## config.mk

```make
export PLATFORM = sky130hd
export DESIGN_NAME = rca_seq_adder_flat
export DESIGN_NICKNAME = d
export VERILOG_FILES = /design/src/rtl/rca_seq_adder_pkg.sv /design/src/rtl/rca_seq_adder_if.sv /design/src/rtl/rca_seq_adder_nbits.sv /design/src/rtl/rca_seq_adder.sv /design/src/flat_wrapper.sv
export SDC_FILE = /design/constraint.sdc
export NUM_CORES = 1
export LEC_CHECK = 0
export CORE_AREA = 2 2 155 111
export CTS_BUF_LIST = sky130_fd_sc_hd__clkbuf_8
export DETAILED_ROUTE_END_ITERATION = 12
export DIE_AREA = 0 0 157 113
export GPL_TIMING_DRIVEN = 0
export HOLD_SLACK_MARGIN = 0.06
export PLACE_DENSITY = 0.87
export SETUP_SLACK_MARGIN = 0.02
export SYNTH_ARGS = -nofsm -noshare
export SYNTH_HDL_FRONTEND = slang
export SYNTH_SLANG_ARGS = --single-unit
export TNS_END_PERCENT = 5
```

## constraint.sdc

```tcl
create_clock -name clk -period 14.5 [get_ports clk]
set_input_delay 2.9 -clock clk [delete_from_list [all_inputs] [get_ports clk]]
set_output_delay 2.9 -clock clk [all_outputs]
set_load 0.01 [all_outputs]
```

## src/rtl/rca_seq_adder_pkg.sv

```systemverilog
// rca_seq_adder_pkg: shared FSM encoding, counter sizing and parameter legality for rca_seq_adder
// Contents: state_t (IDLE/RUN/DONE), cnt_w(n) = clog2(n) with a floor of 1,
// legal(w, c) = chunk width divides total width.
package rca_seq_adder_pkg;
    typedef enum logic [1:0] {IDLE = 2'd0, RUN = 2'd1, DONE = 2'd2} state_t;
    function automatic int cnt_w(input int n);
        return n > 1 ? $clog2(n) : 1;
    endfunction
    function automatic bit legal(input int w, input int c);
        return c > 0 && w >= c && w % c == 0;
    endfunction
endpackage

```

## src/rtl/rca_seq_adder_if.sv

```systemverilog
// rca_seq_adder_if: operand/result handshake bundle for rca_seq_adder
// Signals: in_valid/in_ready/a/b/ci (request side), out_valid/out_ready/sum/co (result side),
// ovf only when RCA_SEQ_OVF_EN is defined.
// Modports: master = producer/consumer around the adder, slave = the adder itself.
interface rca_seq_adder_if #(parameter int WIDTH = 64);
    logic             in_valid;
    logic             in_ready;
    logic [WIDTH-1:0] a;
    logic [WIDTH-1:0] b;
    logic             ci;
    logic             out_valid;
    logic             out_ready;
    logic [WIDTH-1:0] sum;
    logic             co;
`ifdef RCA_SEQ_OVF_EN
    logic             ovf;
`endif
    modport master (
        output in_valid, a, b, ci, out_ready,
        input  in_ready, out_valid, sum, co
`ifdef RCA_SEQ_OVF_EN
        , input ovf
`endif
    );
    modport slave (
        input  in_valid, a, b, ci, out_ready,
        output in_ready, out_valid, sum, co
`ifdef RCA_SEQ_OVF_EN
        , output ovf
`endif
    );
endinterface

```

## src/rtl/rca_seq_adder_nbits.sv

```systemverilog
// rca_nbits: combinational BITS-wide ripple-carry adder
// Ports: a, b (BITS) operands; ci carry-in; s (BITS) sum; co carry-out of the top bit.
module rca_nbits #(
    parameter int BITS = 16
) (
    input  logic [BITS-1:0] a,
    input  logic [BITS-1:0] b,
    input  logic            ci,
    output logic [BITS-1:0] s,
    output logic            co
);
    logic [BITS:0] c;
    assign c[0] = ci;
    for (genvar i = 0; i < BITS; i++) begin : g_fa
        assign s[i]   = a[i] ^ b[i] ^ c[i];
        assign c[i+1] = (a[i] & b[i]) | (c[i] & (a[i] ^ b[i]));
    end
    assign co = c[BITS];
endmodule

```

## src/rtl/rca_seq_adder.sv

```systemverilog
// rca_seq_adder: WIDTH-bit adder time-multiplexing one CHUNK-bit ripple adder, LSB chunk first
// Ports: clk rising-edge clock; rst_n async active-low reset;
// io (rca_seq_adder_if.slave): in_valid/in_ready/a/b/ci accept operands in IDLE,
// out_valid/out_ready/sum/co present the result in DONE.
// Optional: RCA_SEQ_OVF_EN adds a registered signed-overflow flag io.ovf.
// Latency: out_valid rises WIDTH/CHUNK edges after the accepting edge.
module rca_seq_adder
    import rca_seq_adder_pkg::*;
#(
    parameter int WIDTH = 64,
    parameter int CHUNK = 16
) (
    input logic clk,
    input logic rst_n,
    rca_seq_adder_if.slave io
);
    localparam int N  = WIDTH / CHUNK;
    localparam int CW = cnt_w(N);
    if (!legal(WIDTH, CHUNK)) begin : g_bad_params
        $error("rca_seq_adder: WIDTH must be a non-zero multiple of CHUNK");
    end
    state_t             state, state_nx;
    logic [CW-1:0]      cnt;
    logic [WIDTH-1:0]   a_sr, b_sr, sum_r;
    logic               carry, co_r;
    logic [CHUNK-1:0]   s_chunk;
    logic               c_chunk;
    logic [WIDTH+CHUNK-1:0] sum_cat;
    logic [WIDTH-1:0]   sum_sh;
    logic               last;
    rca_nbits #(.BITS(CHUNK)) u_add (
        .a  (a_sr[CHUNK-1:0]),
        .b  (b_sr[CHUNK-1:0]),
        .ci (carry),
        .s  (s_chunk),
        .co (c_chunk)
    );
    // New chunk enters at the top; after N shifts chunk 0 sits at the bottom.
    assign sum_cat = {s_chunk, sum_r};
    assign sum_sh  = sum_cat[WIDTH+CHUNK-1:CHUNK];
    assign last    = cnt == CW'(N - 1);
    always_ff @(posedge clk or negedge rst_n) begin
        if (!rst_n) state <= IDLE;
        else        state <= state_nx;
    end
    // Unused encodings fall through to IDLE.
    always_comb begin
        state_nx     = IDLE;
        io.in_ready  = state == IDLE;
        io.out_valid = state == DONE;
        state_nx     = state == IDLE ? (io.in_valid  ? RUN  : IDLE) :
                       state == RUN  ? (last         ? DONE : RUN)  :
                       state == DONE ? (io.out_ready ? IDLE : DONE) : IDLE;
    end
`ifdef RCA_SEQ_OVF_EN
    logic a_msb, b_msb, ovf_r;
    always_ff @(posedge clk or negedge rst_n) begin
        if (!rst_n) begin
            a_msb <= 1'b0;
            b_msb <= 1'b0;
            ovf_r <= 1'b0;
        end else if (state == IDLE && io.in_valid) begin
            a_msb <= io.a[WIDTH-1];
            b_msb <= io.b[WIDTH-1];
        end else if (state == RUN && last) begin
            ovf_r <= (a_msb == b_msb) && (sum_sh[WIDTH-1] != a_msb);
        end
    end
    assign io.ovf = ovf_r;
`endif
    always_ff @(posedge clk or negedge rst_n) begin
        if (!rst_n) begin
            a_sr  <= '0;
            b_sr  <= '0;
            sum_r <= '0;
            carry <= 1'b0;
            co_r  <= 1'b0;
            cnt   <= '0;
        end else if (state == IDLE && io.in_valid) begin
            a_sr  <= io.a;
            b_sr  <= io.b;
            carry <= io.ci;
            cnt   <= '0;
        end else if (state == RUN) begin
            a_sr  <= a_sr >> CHUNK;
            b_sr  <= b_sr >> CHUNK;
            sum_r <= sum_sh;
            carry <= c_chunk;
            cnt   <= cnt + 1'b1;
            if (last) co_r <= c_chunk;
        end
    end
    assign io.sum = sum_r;
    assign io.co  = co_r;
endmodule

```

## src/flat_wrapper.sv

```systemverilog
// flat-port wrapper written by rule: the top's interface ports become plain ports
module rca_seq_adder_flat import rca_seq_adder_pkg::*;
#(
    parameter int WIDTH = 64,
    parameter int CHUNK = 16
)
  (clk, rst_n, io_in_valid, io_a, io_b, io_ci, io_out_ready, io_in_ready, io_out_valid, io_sum, io_co);
  rca_seq_adder_if #(.WIDTH(WIDTH)) io_i ();
  input logic clk;
  input logic rst_n;
  input wire logic [$bits(io_i.in_valid)-1:0] io_in_valid;
  input wire logic [$bits(io_i.a)-1:0] io_a;
  input wire logic [$bits(io_i.b)-1:0] io_b;
  input wire logic [$bits(io_i.ci)-1:0] io_ci;
  input wire logic [$bits(io_i.out_ready)-1:0] io_out_ready;
  output wire logic [$bits(io_i.in_ready)-1:0] io_in_ready;
  output wire logic [$bits(io_i.out_valid)-1:0] io_out_valid;
  output wire logic [$bits(io_i.sum)-1:0] io_sum;
  output wire logic [$bits(io_i.co)-1:0] io_co;
  assign io_i.in_valid = io_in_valid;
  assign io_i.a = io_a;
  assign io_i.b = io_b;
  assign io_i.ci = io_ci;
  assign io_i.out_ready = io_out_ready;
  assign io_in_ready = io_i.in_ready;
  assign io_out_valid = io_i.out_valid;
  assign io_sum = io_i.sum;
  assign io_co = io_i.co;
  rca_seq_adder #(.WIDTH(WIDTH), .CHUNK(CHUNK)) u_core (.clk(clk), .rst_n(rst_n), .io(io_i));
endmodule
```

### After elaboration in Yosys (flattened, before gate mapping)

Index checks and enable logic that the tools add are counted.

| operators by class | value |
|---|---|
| add/sub/neg operators | 1 |
| eq/ne operators | 3 |
| muxes and demuxes | 14 |
| bitwise gates (word level) | 81 |
| reductions and logical operators | 5 |

Operators with widths:

| cell | number |
|---|---|
| two-way mux 64 bit | 4 |
| bitwise AND 1 bit | 32 |
| bitwise XOR 1 bit | 32 |
| bitwise OR 1 bit | 16 |
| two-way mux 2 bit | 7 |
| == test 2 bit (second input constant) | 2 |
| two-way mux 1 bit | 3 |
| AND reduction 3 bit | 1 |
| adder 2 x 1 -> 2 bit (second input constant) | 1 |
| == test 2 x 1 -> 1 bit (second input constant) | 1 |
| zero test 2 bit | 1 |
| AND reduction 2 bit | 1 |
| nonzero test 2 bit | 1 |
| logical AND 1 bit | 1 |
| NOT 1 bit | 1 |

| word-level totals | value |
|---|---|
| register bits after elaboration | 198 |
| bits of input ports | 133 |
| output and inout port bits | 67 |
| logic and storage cells | 111 |

### Logic depth before layout (Yosys ltp)

Gate-level depths: netlist of the first run.

| logic depth | value |
|---|---|
| depth in word-level cells | 35 |
| gate-level depth with buffers | 20 |
| gate-level depth less buffers | 20 |

### Cells and area by module

A second synthesis of the first run with hierarchy kept.

| unflattened totals | value |
|---|---|
| cell total of the unflattened synthesis | 965 |
| area total of the unflattened synthesis | 9205.1 um^2 |

Modules (own cells, without submodules):

| module | instances | cells an instance | area each (um^2) | seq. area each (um^2) |
|---|---|---|---|---|
| rca_seq_adder | 1 | 939 | 8847.2 | 4954.8 |
| rca_nbits | 1 | 26 | 357.8 | 0.0 |

### Worst setup path after synthesis of the first run

No wires, ideal clock.

| timing | value |
|---|---|
| path type | register to register |
| start | register u_core.carry |
| end | register u_core.sum_r[63] (netlist: u_core.io.sum[63]) |
| library setup time | 0.076 ns |
| arrival time | 7.500 ns |
| required time | 14.424 ns |
| setup slack | 6.923 ns |
| stages on the path, launching flop included | 21 |
| path buffers | 0 |
| period minus slack after synthesis | 7.577 ns |
| cells stage by stage | dfrtp_1 fa_1 fa_1 fa_1 fa_1 fa_1 fa_1 fa_1 fa_1 fa_1 fa_1 fa_1 fa_1 fa_1 inv_1 fa_1 inv_1 fa_1 inv_1 fa_1 o21ai_1 |

| between the ends | value |
|---|---|
| word-level cells in the longest chain between the ends | 31 |

RTL lines:

| what | RTL line | source |
|---|---|---|
| start: declaration | rca_seq_adder.sv:25 | `logic carry, co_r;` |
| start signal: assignment | rca_seq_adder.sv:82 | `carry <= io.ci;` |
| start signal: assignment | rca_seq_adder.sv:88 | `carry <= c_chunk;` |
| bitwise AND 1 bit | rca_seq_adder_nbits.sv:16 | `assign c[i+1] = (a[i] & b[i]) \| (c[i] & (a[i] ^ b[i]));` |
| bitwise OR 1 bit | rca_seq_adder_nbits.sv:16 |  |
| bitwise AND 1 bit | rca_seq_adder_nbits.sv:16 |  |
| bitwise OR 1 bit | rca_seq_adder_nbits.sv:16 |  |
| bitwise AND 1 bit | rca_seq_adder_nbits.sv:16 |  |
| bitwise OR 1 bit | rca_seq_adder_nbits.sv:16 |  |
| bitwise AND 1 bit | rca_seq_adder_nbits.sv:16 |  |
| bitwise OR 1 bit | rca_seq_adder_nbits.sv:16 |  |
| [... 15 more ...] | -- |  |
| bitwise OR 1 bit | rca_seq_adder_nbits.sv:16 |  |
| bitwise AND 1 bit | rca_seq_adder_nbits.sv:16 |  |
| bitwise OR 1 bit | rca_seq_adder_nbits.sv:16 |  |
| bitwise AND 1 bit | rca_seq_adder_nbits.sv:16 |  |
| bitwise OR 1 bit | rca_seq_adder_nbits.sv:16 |  |
| bitwise AND 1 bit | rca_seq_adder_nbits.sv:16 |  |
| bitwise OR 1 bit | rca_seq_adder_nbits.sv:16 |  |
| bitwise XOR 1 bit | rca_seq_adder_nbits.sv:15 | `assign s[i] = a[i] ^ b[i] ^ c[i];` |
| end signal: assignment | rca_seq_adder.sv:87 | `sum_r <= sum_sh;` |
| end: declaration | rca_seq_adder.sv:24 | `logic [WIDTH-1:0] a_sr, b_sr, sum_r;` |

Every way passes these cells.
A chain may end at the register's enable or synchronous reset.

### Final worst setup path of the first run

Ends and elaborated chain as after synthesis.

==> results of run 1 <==
[cells by family (layout without fill, tap and decap cells)]
group | Yosys count | in the layout
adders and majority gates | 17 | 17
and+or+nand+nor | 330 | 330
AOI/OAI and AO/OA | 266 | 266
DFF | 198 | 198
buffers and inverters | 92 | 324
[Yosys cell counts]
master and n:
dfrtp_1 198, nand2b_1 4, inv_1 8, a21oi_1 1, clkbuf_1 16, nor2b_1 2, a221oi_1 1, o32ai_1 67
o32ai_2 30, ha_1 1, nand3b_1 1, o22ai_1 96, nor2_1 98, nand2_1 223, buf_2 50, o21ai_1 22
o21ai_0 48, fa_1 16, buf_6 11, inv_2 1, o31ai_1 1, or2_1 1, nor2_2 1, buf_4 6
[worst max-delay path, cell delays in order, from the launching register on]
cell     delay [ns]
dfrtp_1        0.43
fa_1           0.46
fa_1           0.47
fa_1           0.48
fa_1           0.47
fa_1           0.47
fa_1           0.49
fa_1           0.47
fa_1           0.46
fa_1           0.47
fa_1           0.46
fa_1           0.47
fa_1           0.48
fa_1           0.43
inv_1          0.08
fa_1           0.16
inv_1          0.05
fa_1           0.43
inv_1          0.09
fa_1           0.41
o21ai_1        0.14
[per-stage QoR]
stage | power (W) | setup WS (ns)
6_report | 0.002739 | 6.558
5_1_grt | 0.002921 | 6.303
4_1_cts | 0.002719 | 6.523
3_5_place_dp | 0.002364 | 6.607
3_3_place_gp | 0.002293 | 2.469
2_1_floorplan | 0.001824 | 6.923
[state kept, by name, summed over array words and instances, names as in the netlist]
name	flops
u_core.cnt	2
u_core.io.co	1
u_core.state	2
u_core.carry	1
u_core.io.sum	64
u_core.b_sr	64
u_core.a_sr	64
[layer usage]
metal / wire length (um) / track usage, % / share of wire (%)
met5: 0 / 0 / 0
met4: 511 / 7.829 / 1.9
met3: 3150 / 10.57 / 12
met2: 12340 / 47.95 / 45
met1: 11350 / 44.85 / 42
[final timing paths]
kind,start,to,slack [ns],cells past startpoint
worst min register to register,u_core.io.sum[1]$_DFFE_PN0P_,u_core.io.sum[1]$_DFFE_PN0P_,0.49,2
worst max register to register,u_core.carry$_DFFE_PN0P_,u_core.io.sum[63]$_DFFE_PN0P_,6.56,20
min in group asynchronous,rst_n,u_core.a_sr[22]$_DFFE_PN0P_,2.39,1
max in group asynchronous,rst_n,u_core.b_sr[57]$_DFFE_PN0P_,11.10,2
worst max-delay path,u_core.carry$_DFFE_PN0P_,u_core.io.sum[63]$_DFFE_PN0P_,6.56,20
worst min-delay path,u_core.io.sum[1]$_DFFE_PN0P_,u_core.io.sum[1]$_DFFE_PN0P_,0.49,2
[cell usage in the layout (no fill, tap or decap)]
cell             count
clkbuf_1            16
ha_1                 1
o32ai_2             30
nand3b_1             1
nor2_1              98
buf_16               1
nand2_1            223
buf_8                1
inv_8                6
o31ai_1              1
buf_4                6
inv_2                1
a221oi_1             1
buf_6               11
dfrtp_1            198
clkbuf_8            17
o22ai_1             96
o32ai_1             67
clkinv_8             1
or2_1                1
fa_1                16
a21oi_1              1
nor2b_1              2
nand2b_1             4
nor2_2               1
o21ai_1             22
inv_6                5
inv_1                8
o21ai_0             48
buf_2               50
clkdlybuf4s50_1    198
clkinv_4             3
[cell type report]
class                      count  area, um2
buffer                        83      479.2
clock buffer                  17      234.0
clock inverter                15      153.9
fill                        1139       4348
inverter                       9      33.78
multi-input combinational    613       3642
sequential                   198       4955
tap                          225      281.5
timing repair buffer         200       2024
[power groups by stage]
stage / registers (W) / clock network (W) / logic (W)
6_report: 0.00108 / 0.000352 / 0.00131
2_1_floorplan: 0.00102 / 0 / 0.000799
3_3_place_gp: 0.00106 / 0 / 0.00123
4_1_cts: 0.00107 / 0.000354 / 0.00130
5_1_grt: 0.00110 / 0.000379 / 0.00144
3_5_place_dp: 0.00108 / 0 / 0.00129
==> results.cfg, run 1 <==
[status]
status = finished clean

[critical_path]
cp.required_ns = 14.92
path_max_fanout = 3
worst_ep_arrival_time_ns = 8.36
worstSetupEndpointType = register
criticalPathCategory = reg2reg
start_kind = register

[pwr]
netSwitchingPower_w = 0.001211
switching_share_pct = 44.23
p_int_w = 0.001527
p_per_area_nw_per_um2 = 232.0
clkPwrFrac_pct = 12.9
seqPwrFrac_pct = 39.4
peakVddDrop_mv = 0.09345
p_leak_nw = 5.040
pwr-share-comb_pct = 47.8

[detailed_routing]
antenna_left = 0
drt-initial-drc-count = 821
routed_wl_mm = 27.35
route.detailed.drc = 0
via_count = 8347
wl_per_cell_um = 20.11
dr.pass1.iters = 6
vias_per_cell = 6.138

[final_layout]
post-route-cell-area_um2 = 11800
area_growth_pct = 29.57
drive_gt1_share_pct = 11.72
antenna_cells = 0
fin_nets = 1272
layout.cells.non_filler = 1360
final_util_pct = 73.08

[floorplanning]
num_io_pins = 200
die_h_um = 113
die_w_um = 157
rows = 39
dieArea_um2 = 17740
start_util_pct = 56.40
core_area_um2 = 16150

[sta]
max_freq_mhz = 125.9
max-slew-margin-rel_pct = 58.31
report.final.slew_viol_count = 0
period_share_pct = 54.77
worstMarginPinSlew_ns = 0.6253
fin_tns_setup_ns = 0
rsz0062_at_grt = false
setup_viol = 0
layout_min_cycle_time_ns = 7.942
fin_skew_ns = 0.01414
timing_hold_violations_final = 0
whs_ns = 0.4907

[synthesis]
ys_types = 24
synth_nets = 1053
yosys.area.top_type_share_pct = 54.39
synthSimpleGateAreaFrac_pct = 13.86
muxShareOfSynthArea_pct = 0
synthCells = 903
yosysSeqAreaShare_pct = 54.39
synth_area_leaders = dfrtp_1 54%, nand2_1 9.2%, o22ai_1 6.6%
yosysWarnings = 0
synth-seq-cells = 198
synth_top_family_by_area = compound AO/OA/AOI/OAI gates
synth_fa_ha_area_share_pct = 3.653
synth_area_leader_cell = dfrtp_1
synth_xor_area_share_pct = 0
syn_area_um2 = 9110
synth_compound_area_share_pct = 22.47
synth.avg_cell_area_um2 = 10.09

[place]
place_area_um2 = 11420
gp_congestion = 0.8827
detailed_place_hpwl_mm = 20.48
portBuffers = 199
dp_cells = 1328

[clock_tree]
cts_setup_buffers = 0
cts_buffers = 17
numClockSinks = 198
insertion_delay_ns = 0.50
clockBufferDepth = 2
path_clk_slew_ns = 0.10
post_cts_resized = 0
cts_tree = built
holdBufCountCts = 0
htree_num_levels = 4
cts_root_buf = clkbuf_8

[global_routing]
grt_pass1_vias = 7859
grt_max_degree = 118
grt-ovfl-total = 0
grt_pass1_wl_mm = 42.90
antenna_found_initial = 0
grt_usage_pct = 31.74

[worst_hold_path]
hold_class = reg2reg

[job]
cap_violations = 0
Note: power is estimated with default switching activity, not from simulation.
==> run 2, diff against run 1 <==
- CORE_AREA: 2 2 155 111 -> 2 2 160 115
- DIE_AREA: 0 0 157 113 -> 0 0 162 117
- PLACE_DENSITY: 0.87 -> 0.82
- clock period: 14.5 -> 7.6 ns (I/O delays scaled with it)
==> run 2 against run 1 <==
Against the previous run:
- global-route usage is 2.5 points lower
- critical path depth stayed put
- cell count is 0.88% higher
- setup slack worse by 6.2 ns
- flip-flop and latch count stayed put
- register-to-register slack worse by 6.2 ns
- clock-buffer cell count stayed put
- maximum frequency is 9.9% higher
- design area is 0.71% higher
- worst hold slack worse by 0.0061 ns
- utilization is 5.3 points lower
- routed wire length is 2.0% lower
- critical endpoint unchanged
==> results.cfg, run 2 (synthesis gave the netlist of run 1 again) <==
[status]
status = finished clean

[pwr]
switching_share_pct = 43.31
total_power_w = 0.005261
peakVddDrop_mv = 0.1822
seqPwrFrac_pct = 38.9
netSwitchingPower_w = 0.002279
p_per_area_nw_per_um2 = 442.5
p_int_w = 0.002982
pwr-share-comb_pct = 47.3
clkPwrFrac_pct = 13.7
p_leak_nw = 5.047

[clock_tree]
holdBufCountCts = 0
cts_root_buf = clkbuf_8
clockBufferDepth = 2
insertion_delay_ns = 0.49
htree_num_levels = 4
cts_buffers = 17
numClockSinks = 198
cts_tree = built
path_clk_slew_ns = 0.11

[floorplanning]
core_area_um2 = 17540
die_w_um = 162
start_util_pct = 51.93
num_io_pins = 200
dieArea_um2 = 18950
rows = 41
die_h_um = 117

[global_routing]
antenna_found_initial = 0
grt_usage_pct = 29.28
grt_pass1_wl_mm = 42.16
grt_pass1_vias = 7689
grt-ovfl-total = 0
grt_max_degree = 104

[final_layout]
post-route-cell-area_um2 = 11890
layout.cells.non_filler = 1372
fillers = 1294
drive_gt1_share_pct = 12.76
final_common_cell = nand2_1
antenna_cells = 0
fin_nets = 1273
final_cell_mix = 223 x nand2_1, 198 x clkdlybuf4s50_1, 198 x dfrtp_1
area_growth_pct = 30.49

[critical_path]
criticalPathCategory = reg2reg
rr_startpoint = u_core.carry$_DFFE_PN0P_
start_kind = register
cp.required_ns = 8.03
worst_ep_arrival_time_ns = 7.66
worstSetupEndpointType = register
worstSetupStartpoint = u_core.carry$_DFFE_PN0P_
path_max_fanout = 2

[sta]
report.final.slew_viol_count = 0
period_share_pct = 95.10
whs_ns = 0.4846
rsz0062_at_grt = false
setup_viol = 0
fin_skew_ns = 0.01227
timing_hold_violations_final = 0
max_freq_mhz = 138.4
layout_min_cycle_time_ns = 7.227
max-slew-margin-rel_pct = 52.54
worstMarginPinSlew_ns = 0.7119

[detailed_routing]
wl_per_cell_um = 19.55
vias_per_cell = 5.899
dr.pass1.iters = 5
drt-initial-drc-count = 830
via_count = 8093
antenna_left = 0
route.detailed.drc = 0
routed_wl_mm = 26.82

[place]
portBuffers = 199
detailed_place_hpwl_mm = 20.12
gp_congestion = 0.8636
place_area_um2 = 11430
dp_cells = 1339

[worst_hold_path]
min_from = u_core.io.sum[7]$_DFFE_PN0P_
hold_class = reg2reg

[job]
cap_violations = 0
-- run 2: cell types whose count changed in the layout (fill, tap and decap cells not counted) --
| cell | before | now |
|---|---|---|
| fa_2 | 0 | 11 |
| clkinv_4 | 3 | 4 |
| inv_8 | 6 | 4 |
| clkinvlp_4 | 0 | 2 |
| bufinv_16 | 0 | 2 |
| inv_6 | 5 | 2 |
| fa_1 | 16 | 5 |
| buf_4 | 6 | 7 |
-- run 2: layer usage --
| metal | share of wire, % | routed length (um) | global-route usage, % | vias up |
|---|---|---|---|---|
| met5 | 0 | 0 | 0 | - |
| met4 | 1.8 | 484 | 8.673 | 0 |
| met3 | 10 | 2753 | 8.421 | 38 |
| met2 | 44 | 11680 | 42.84 | 406 |
| met1 | 44 | 11900 | 42.88 | 3971 |
| li1 | - | - | - | 3678 |
-- run 2: layout make-up --
| cell class | instances | area (um2) | area share (%) |
|---|---|---|---|
| Sequential cell | 198 | 4955 | 41.68 |
| Multi-Input combinational cell | 613 | 3670 | 30.87 |
| Timing Repair Buffer | 201 | 2032 | 17.09 |
| Buffer | 83 | 479.2 | 4.031 |
| Tap cell | 236 | 295.3 | 2.484 |
| Clock buffer | 17 | 234.0 | 1.968 |
| Clock inverter | 15 | 188.9 | 1.589 |
| Inverter | 9 | 33.78 | 0.2842 |
-- run 2: timing repair --
action / CTS / global route
buffers inserted: 1 / 0
gates resized for setup: 6 / 5
pin swaps: 0 / 0
endpoints found under the setup margin: 3 / 3
hold endpoints to repair: 0 / 0
-- run 2: power groups by stage --
| stage | combinational (W) | clock [W] | sequential, W |
|---|---|---|---|
| finish | 0.00249 | 0.000722 | 0.00205 |
| global route | 0.00277 | 0.000774 | 0.00210 |
| CTS | 0.00247 | 0.000725 | 0.00203 |
| detailed placement | 0.00244 | 0 | 0.00205 |
| global placement | 0.00235 | 0 | 0.00203 |
| floorplan | 0.00153 | 0 | 0.00196 |
-- run 2: worst max-delay path, cell delays in order (launching register included) --
cell     delay, ns
dfrtp_1       0.42
fa_2          0.42
fa_2          0.41
fa_2          0.41
fa_2          0.42
fa_2          0.41
fa_2          0.40
fa_1          0.46
fa_2          0.41
fa_2          0.40
fa_2          0.40
fa_2          0.40
fa_2          0.40
fa_1          0.41
inv_1         0.08
fa_1          0.17
inv_1         0.05
fa_1          0.42
inv_1         0.09
fa_1          0.42
o21ai_1       0.15
-- run 2: final timing paths --
path / slack, ns / cells after the start / to
hold reg to reg: 0.48 / 2 / u_core.io.sum[7]$_DFFE_PN0P_
max in group asynchronous: 5.61 / 2 / u_core.b_sr[42]$_DFFE_PN0P_
setup reg to reg: 0.37 / 20 / u_core.io.sum[63]$_DFFE_PN0P_
min in group asynchronous: 1.03 / 1 / u_core.a_sr[25]$_DFFE_PN0P_
hold / removal: 0.48 / 2 / u_core.io.sum[7]$_DFFE_PN0P_
setup / recovery: 0.37 / 20 / u_core.io.sum[63]$_DFFE_PN0P_
-- run 2: metrics by stage --
stage / setup WS (ns) / util [%] / setup TNS, ns
global route: 0.07364 / 67.76 / 0
global placement: -3.164 / 64.96 / -622.62
CTS: 0.04556 / 67.69 / 0
finish: 0.3727 / 67.76 / 0
detailed placement: -0.3269 / 65.15 / -0.5175
floorplan: 0.02326 / - / 0
